==> src/rtl/bist_golden_recorder.sv <==
`default_nettype none
// ============================================================================
//  Module      : bist_golden_recorder
//  Description : Golden-response recorder for the BIST compare path. Steps the
//                ALU through ALU_Sel 0..15 (wrapping), strobes the pattern
//                generators, stores each {ALU_Out, CarryOut} response into an
//                internal memory and keeps a rotate-XOR signature of the image.
//  Revision    : 1.0 - initial release
// ============================================================================
module bist_golden_recorder #(
    parameter int DATA_W = 9,
    parameter int ADDR_W = 8,
    parameter int DEPTH  = 256
) (
    input  logic              clk,
    input  logic              reset,
    input  logic              start,
    input  logic [ADDR_W:0]   num_vecs,
    input  logic [DATA_W-1:0] resp_in,
    output logic [3:0]        alu_sel,
    output logic              vec_en,
    input  logic [ADDR_W-1:0] rd_addr,
    output logic [DATA_W-1:0] rd_data,
    output logic              busy,
    output logic              done,
    output logic [ADDR_W:0]   wr_count,
    output logic [DATA_W-1:0] signature
);

    localparam logic [1:0] c_idle    = 2'd0;
    localparam logic [1:0] c_capture = 2'd1;
    localparam logic [1:0] c_done    = 2'd2;

    localparam logic [ADDR_W:0]   c_depth    = (ADDR_W+1)'(DEPTH);
    localparam logic [ADDR_W:0]   c_cnt_one  = {{ADDR_W{1'b0}}, 1'b1};
    localparam logic [ADDR_W-1:0] c_addr_one = {{(ADDR_W-1){1'b0}}, 1'b1};

    logic [1:0]        r_state;
    logic [1:0]        w_next_state;
    logic [ADDR_W:0]   r_tgt;
    logic [ADDR_W:0]   w_tgt_clip;
    logic [ADDR_W:0]   w_cnt_inc;
    logic [ADDR_W-1:0] r_wr_addr;
    logic [ADDR_W:0]   r_wr_count;
    logic [3:0]        r_alu_sel;
    logic [DATA_W-1:0] r_signature;
    logic [DATA_W-1:0] r_rd_data;
    logic [DATA_W-1:0] r_mem [DEPTH];
    logic              w_accept_start;
    logic              w_capturing;

    // A start is honoured in IDLE and DONE only; a run in flight cannot be restarted.
    assign w_accept_start = start && (r_state != c_capture);
    assign w_tgt_clip     = (num_vecs > c_depth) ? c_depth : num_vecs;
    assign w_cnt_inc      = r_wr_count + c_cnt_one;

    // State register.
    always_ff @(posedge clk or posedge reset) begin
        if (reset) begin
            r_state <= c_idle;
        end else begin
            r_state <= w_next_state;
        end
    end

    // Next-state: a zero-length request goes straight to DONE; capture ends on the tgt-th write.
    always_comb begin
        w_next_state = r_state;
        case (r_state)
            c_idle, c_done: begin
                if (start) begin
                    w_next_state = (num_vecs == '0) ? c_done : c_capture;
                end
            end
            c_capture: begin
                if (w_cnt_inc == r_tgt) begin
                    w_next_state = c_done;
                end
            end
            default: w_next_state = c_idle;
        endcase
    end

    // Status and generator strobe decoded straight from the state.
    always_comb begin
        w_capturing = 1'b0;
        done        = 1'b0;
        case (r_state)
            c_capture: w_capturing = 1'b1;
            c_done:    done        = 1'b1;
            default:   ;
        endcase
        busy   = w_capturing;
        vec_en = w_capturing;
    end

    // Run bookkeeping: cleared and target latched on an accepted start, advanced per write.
    always_ff @(posedge clk or posedge reset) begin
        if (reset) begin
            r_alu_sel   <= '0;
            r_wr_addr   <= '0;
            r_wr_count  <= '0;
            r_signature <= '0;
            r_tgt       <= '0;
        end else if (w_accept_start) begin
            r_alu_sel   <= '0;
            r_wr_addr   <= '0;
            r_wr_count  <= '0;
            r_signature <= '0;
            r_tgt       <= w_tgt_clip;
        end else if (w_capturing) begin
            r_alu_sel   <= r_alu_sel + 4'd1;
            r_wr_addr   <= r_wr_addr + c_addr_one;
            r_wr_count  <= w_cnt_inc;
            r_signature <= {r_signature[DATA_W-2:0], r_signature[DATA_W-1]} ^ resp_in;
        end
    end

    // Golden image store; deliberately not reset so an aborted run keeps its words.
    always_ff @(posedge clk) begin
        if (w_capturing) begin
            r_mem[r_wr_addr] <= resp_in;
        end
    end

    // Registered readout; sees the pre-write contents when addresses collide.
    always_ff @(posedge clk or posedge reset) begin
        if (reset) begin
            r_rd_data <= '0;
        end else begin
            r_rd_data <= r_mem[rd_addr];
        end
    end

    assign alu_sel   = r_alu_sel;
    assign wr_count  = r_wr_count;
    assign signature = r_signature;
    assign rd_data   = r_rd_data;

endmodule
`default_nettype wire

==> config.mk <==
export PLATFORM = sky130hd
export DESIGN_NAME = bist_golden_recorder
export DESIGN_NICKNAME = d
export VERILOG_FILES = /design/src/rtl/bist_golden_recorder.sv
export SDC_FILE = /design/constraint.sdc
export NUM_CORES = 2
export LEC_CHECK = 0
export BUFFER_PORTS_ARGS = -buffer_cell sky130_fd_sc_hd__buf_2
export CAP_MARGIN = 25
export CORE_ASPECT_RATIO = 1.25
export CORE_UTILIZATION = 45
export CTS_CLUSTER_SIZE = 24
export DETAILED_ROUTE_END_ITERATION = 7
export SYNTH_ARGS = -nofsm -noshare
export SYNTH_HDL_FRONTEND = slang
export SYNTH_SLANG_ARGS = --single-unit
==> constraint.sdc <==
create_clock -name clk -period 2.96 [get_ports clk]
set_clock_uncertainty 0.2 [all_clocks]
set_input_delay 0.296 -clock clk [delete_from_list [all_inputs] [get_ports clk]]
set_output_delay 0.296 -clock clk [all_outputs]
set_load 0.005 [all_outputs]
==> run metrics <==
CTS Buf Count=216; first-pass GRT wire length=341,600 um; die height=506.8 um; total track usage=23.20%; status=completed; core region area=201,900 sq um; CP endpoint kind=flop; area of the multi-input gates=19,540 sq um; CTS Root Cell=clkbuf_16; Vias/cell=5.892; Power Density=664.4 nW/um^2; initial drt markers=5,165; FFs w/ async S/R, synth=2.124%; routed wl met2=120,400 um; CTS max path bufs=3; M1 WL=95,160 um; startpoint types=flop; unrepaired setup endpoints after global routing=no; GRT overflow=0; CTS tree=yes; DP Worst Slack=-0.6902 ns; vias=47.40k; Syn Nets=4,479; DRC violations left=0; Synth top area share=approximately 75%; WL per Instance=between 20 and 30 um; Post-synth EDFFs=2,304; Rel. slew slack=33.80%; Port Buffer Count=62; setup_tns=0 ns; Final Hold Fails=0; fmax=0.3510 GHz; Reg area=70,440 sq um; Static Leak=around 35 nW; Final Critical Period=2.849 ns; Gate Count Post-Synth=roughly 4.4k; hold slack=0.1409 ns; commonest cells after routing, fill and taps aside=edfxtp_1, buf_4, mux4_2; Area Overhead vs Synth=17.10%; period utilization=96.24%; DP HPWL=roughly 150,000 um; flops & latches, synth=2,354; MaxCap Viol Count=0; Mapped Area=91,720 sq um; cell depth of the worst hold path=3; Worst Path Arrival=3.37 ns; commonest non-fill, non-tap cell in the layout=edfxtp_1; Crit Path Max Fanout=1; Site Rows=184; GPL Wtd Cong=about 0.86; final setup vio count=0; RR Endpoint=rd_data[1]; r2r worst-path depth=6; Setup Buffers After CTS=0; post-route ant nets=0; Avg Cell Area, Syn=20.64 sq um; Clock Latency Late Sink=0.86 ns; Worst Hold Class=in -> reg; top sig layer=met5; layout cells sized above 1=29.47%; RR Startpoint=r_mem[118][1]; nets=5,192; synth warn=0; Worst Path Required=3.48 ns; number of global-route vias before repair=approximately 47k; Worst-path clk slew=0.06 ns; Area contributors post-synth=edfxtp_1, mux4_2, a22oi_1; met3 wire length=between 15,000 and 20,000 um; sequential share of the synthesized area=approximately three quarters; Finished Cell Area=between 100,000 and 150,000 sq um; die area=205,700 sq um; final setup margin=0.1114 ns; die width=405.8 um; Reg2Reg Setup Slack=around 0.11 ns; leading area contributor after synthesis=edfxtp_1; largest net degree at the start of global routing=95; Placement Cell Area=99,970 sq um; Hold Startpoint=num_vecs[8]; Initial Util=a little under half; slew at the pin closest to its max-slew limit=0.9840 ns; WL final=approximately 240,000 um; Post-synth top flop=edfxtp_1; Hold Path Sink=r_tgt[8]; IO Count=63; library cells used by synthesis=63; CTS Sinks=2,354; WS Path Type=reg -> reg; CTS H-tree lvls=4; Slew Viols, Final=0; worst vdd ir=around 0.00062 V; initial antenna violation count=14; fill count=15.72k; Initial DRT Pass Iterations=7
==> cell usage after synthesis, types with 14 or more instances <==
| cell | n |
|---|---|
| a21oi_1 | 129 |
| a22oi_1 | 213 |
| buf_2 | 80 |
| buf_4 | 33 |
| buf_6 | 35 |
| clkbuf_1 | 102 |
| dfrtp_1 | 50 |
| edfxtp_1 | 2304 |
| mux2_2 | 30 |
| mux2i_1 | 152 |
| mux4_1 | 25 |
| mux4_2 | 460 |
| nand2_1 | 72 |
| nand2b_1 | 14 |
| nand3_1 | 38 |
| nor2_1 | 303 |
| nor2b_1 | 16 |
| nor4_1 | 35 |
| o21ai_0 | 56 |
| o221ai_1 | 39 |
| o22ai_1 | 42 |
| xnor2_1 | 16 |
==> per-layer routing <==
layer	up-vias	GRT usage, %
met1	25250	31.54
met4	4	6.761
met2	1865	38.88
met3	344	3.468
met5	-	0
li1	19940	-
==> registers in the layout (all words and copies together) (netlist names) <==
signal     flops
r_tgt          9
r_state        2
signature      9
r_wr_addr      8
wr_count       9
rd_data        9
r_mem       2304
alu_sel        4
==> how the worst max path moves through the flow <==
stage                  startpoint            end  slack, ns
floorplan            r_wr_addr[0]  r_mem[239][0]       0.28
global placement       rd_addr[0]     rd_data[6]      -1.00
detailed placement     rd_addr[0]     rd_data[5]      -0.69
CTS                 r_mem[118][1]     rd_data[1]       0.05
global route         r_wr_addr[1]  r_mem[141][5]       0.03
finish              r_mem[118][1]     rd_data[1]       0.11
==> power breakdown <==
part | internal [mW] | switching, mW | leakage, nW
sequential | 37.1 | 0.374 | 21.3
clock | 15.4 | 12.3 | 3.43
combinational | 2.26 | 3.93 | 10.2
total | 54.8 | 16.6 | 35.0
==> cells by family (layout without fill, tap and decap cells) <==
group | Yosys count | count (layout) | synth area share, %
adder cells (fa/ha/maj) | 6 | 6 | 0.08184
flip-flops | 2354 | 2354 | 76.79
buffers and inverters | 285 | 1185 | 1.967
multiplexers | 667 | 667 | 14.04
AO/OA/AOI/OAI | 546 | 546 | 4.028
other | 0 | 3 | 0
XOR/XNOR | 22 | 22 | 0.2101
AND/OR/NAND/NOR | 564 | 564 | 2.881
==> final cells by class <==
type                    count  area share (%)
repair buffers            772           6.505
flip-flops and latches   2354           65.58
clock inverters           136           1.188
diodes                      3        0.006989
clock buffers             269           5.362
well taps                2697           3.142
inverters                   8         0.02796
multi-input cells        1805           18.19
==> critical path, cell delays in order (launching register included) <==
cell and delay [ns]:
edfxtp_1 0.37, mux4_2 0.47, a22oi_1 0.30, a21oi_1 0.24, nor4_1 0.85, buf_4 0.24, nor4_1 0.05
==> timing repair <==
action / 4_1_cts / 5_1_grt
hold endpoints to repair: 1613 / 0
setup endpoints to repair: 1 / 0
hold buffers: 38 / 0
gates resized for setup: 1 / 0
==> stage by stage <==
| step | util, % | std cells | power (mW) |
|---|---|---|---|
| after global placement | 49.51 | 7596 | 44.24 |
| after detailed placement | 49.52 | 7597 | 44.33 |
| after global routing | 53.20 | 8043 | 73.37 |
| final | 53.20 | 8044 | 71.37 |
| after floorplan | - | 4444 | 40.97 |
| after CTS | 53.19 | 8040 | 71.82 |
Note: power is estimated with default switching activity, not from simulation.
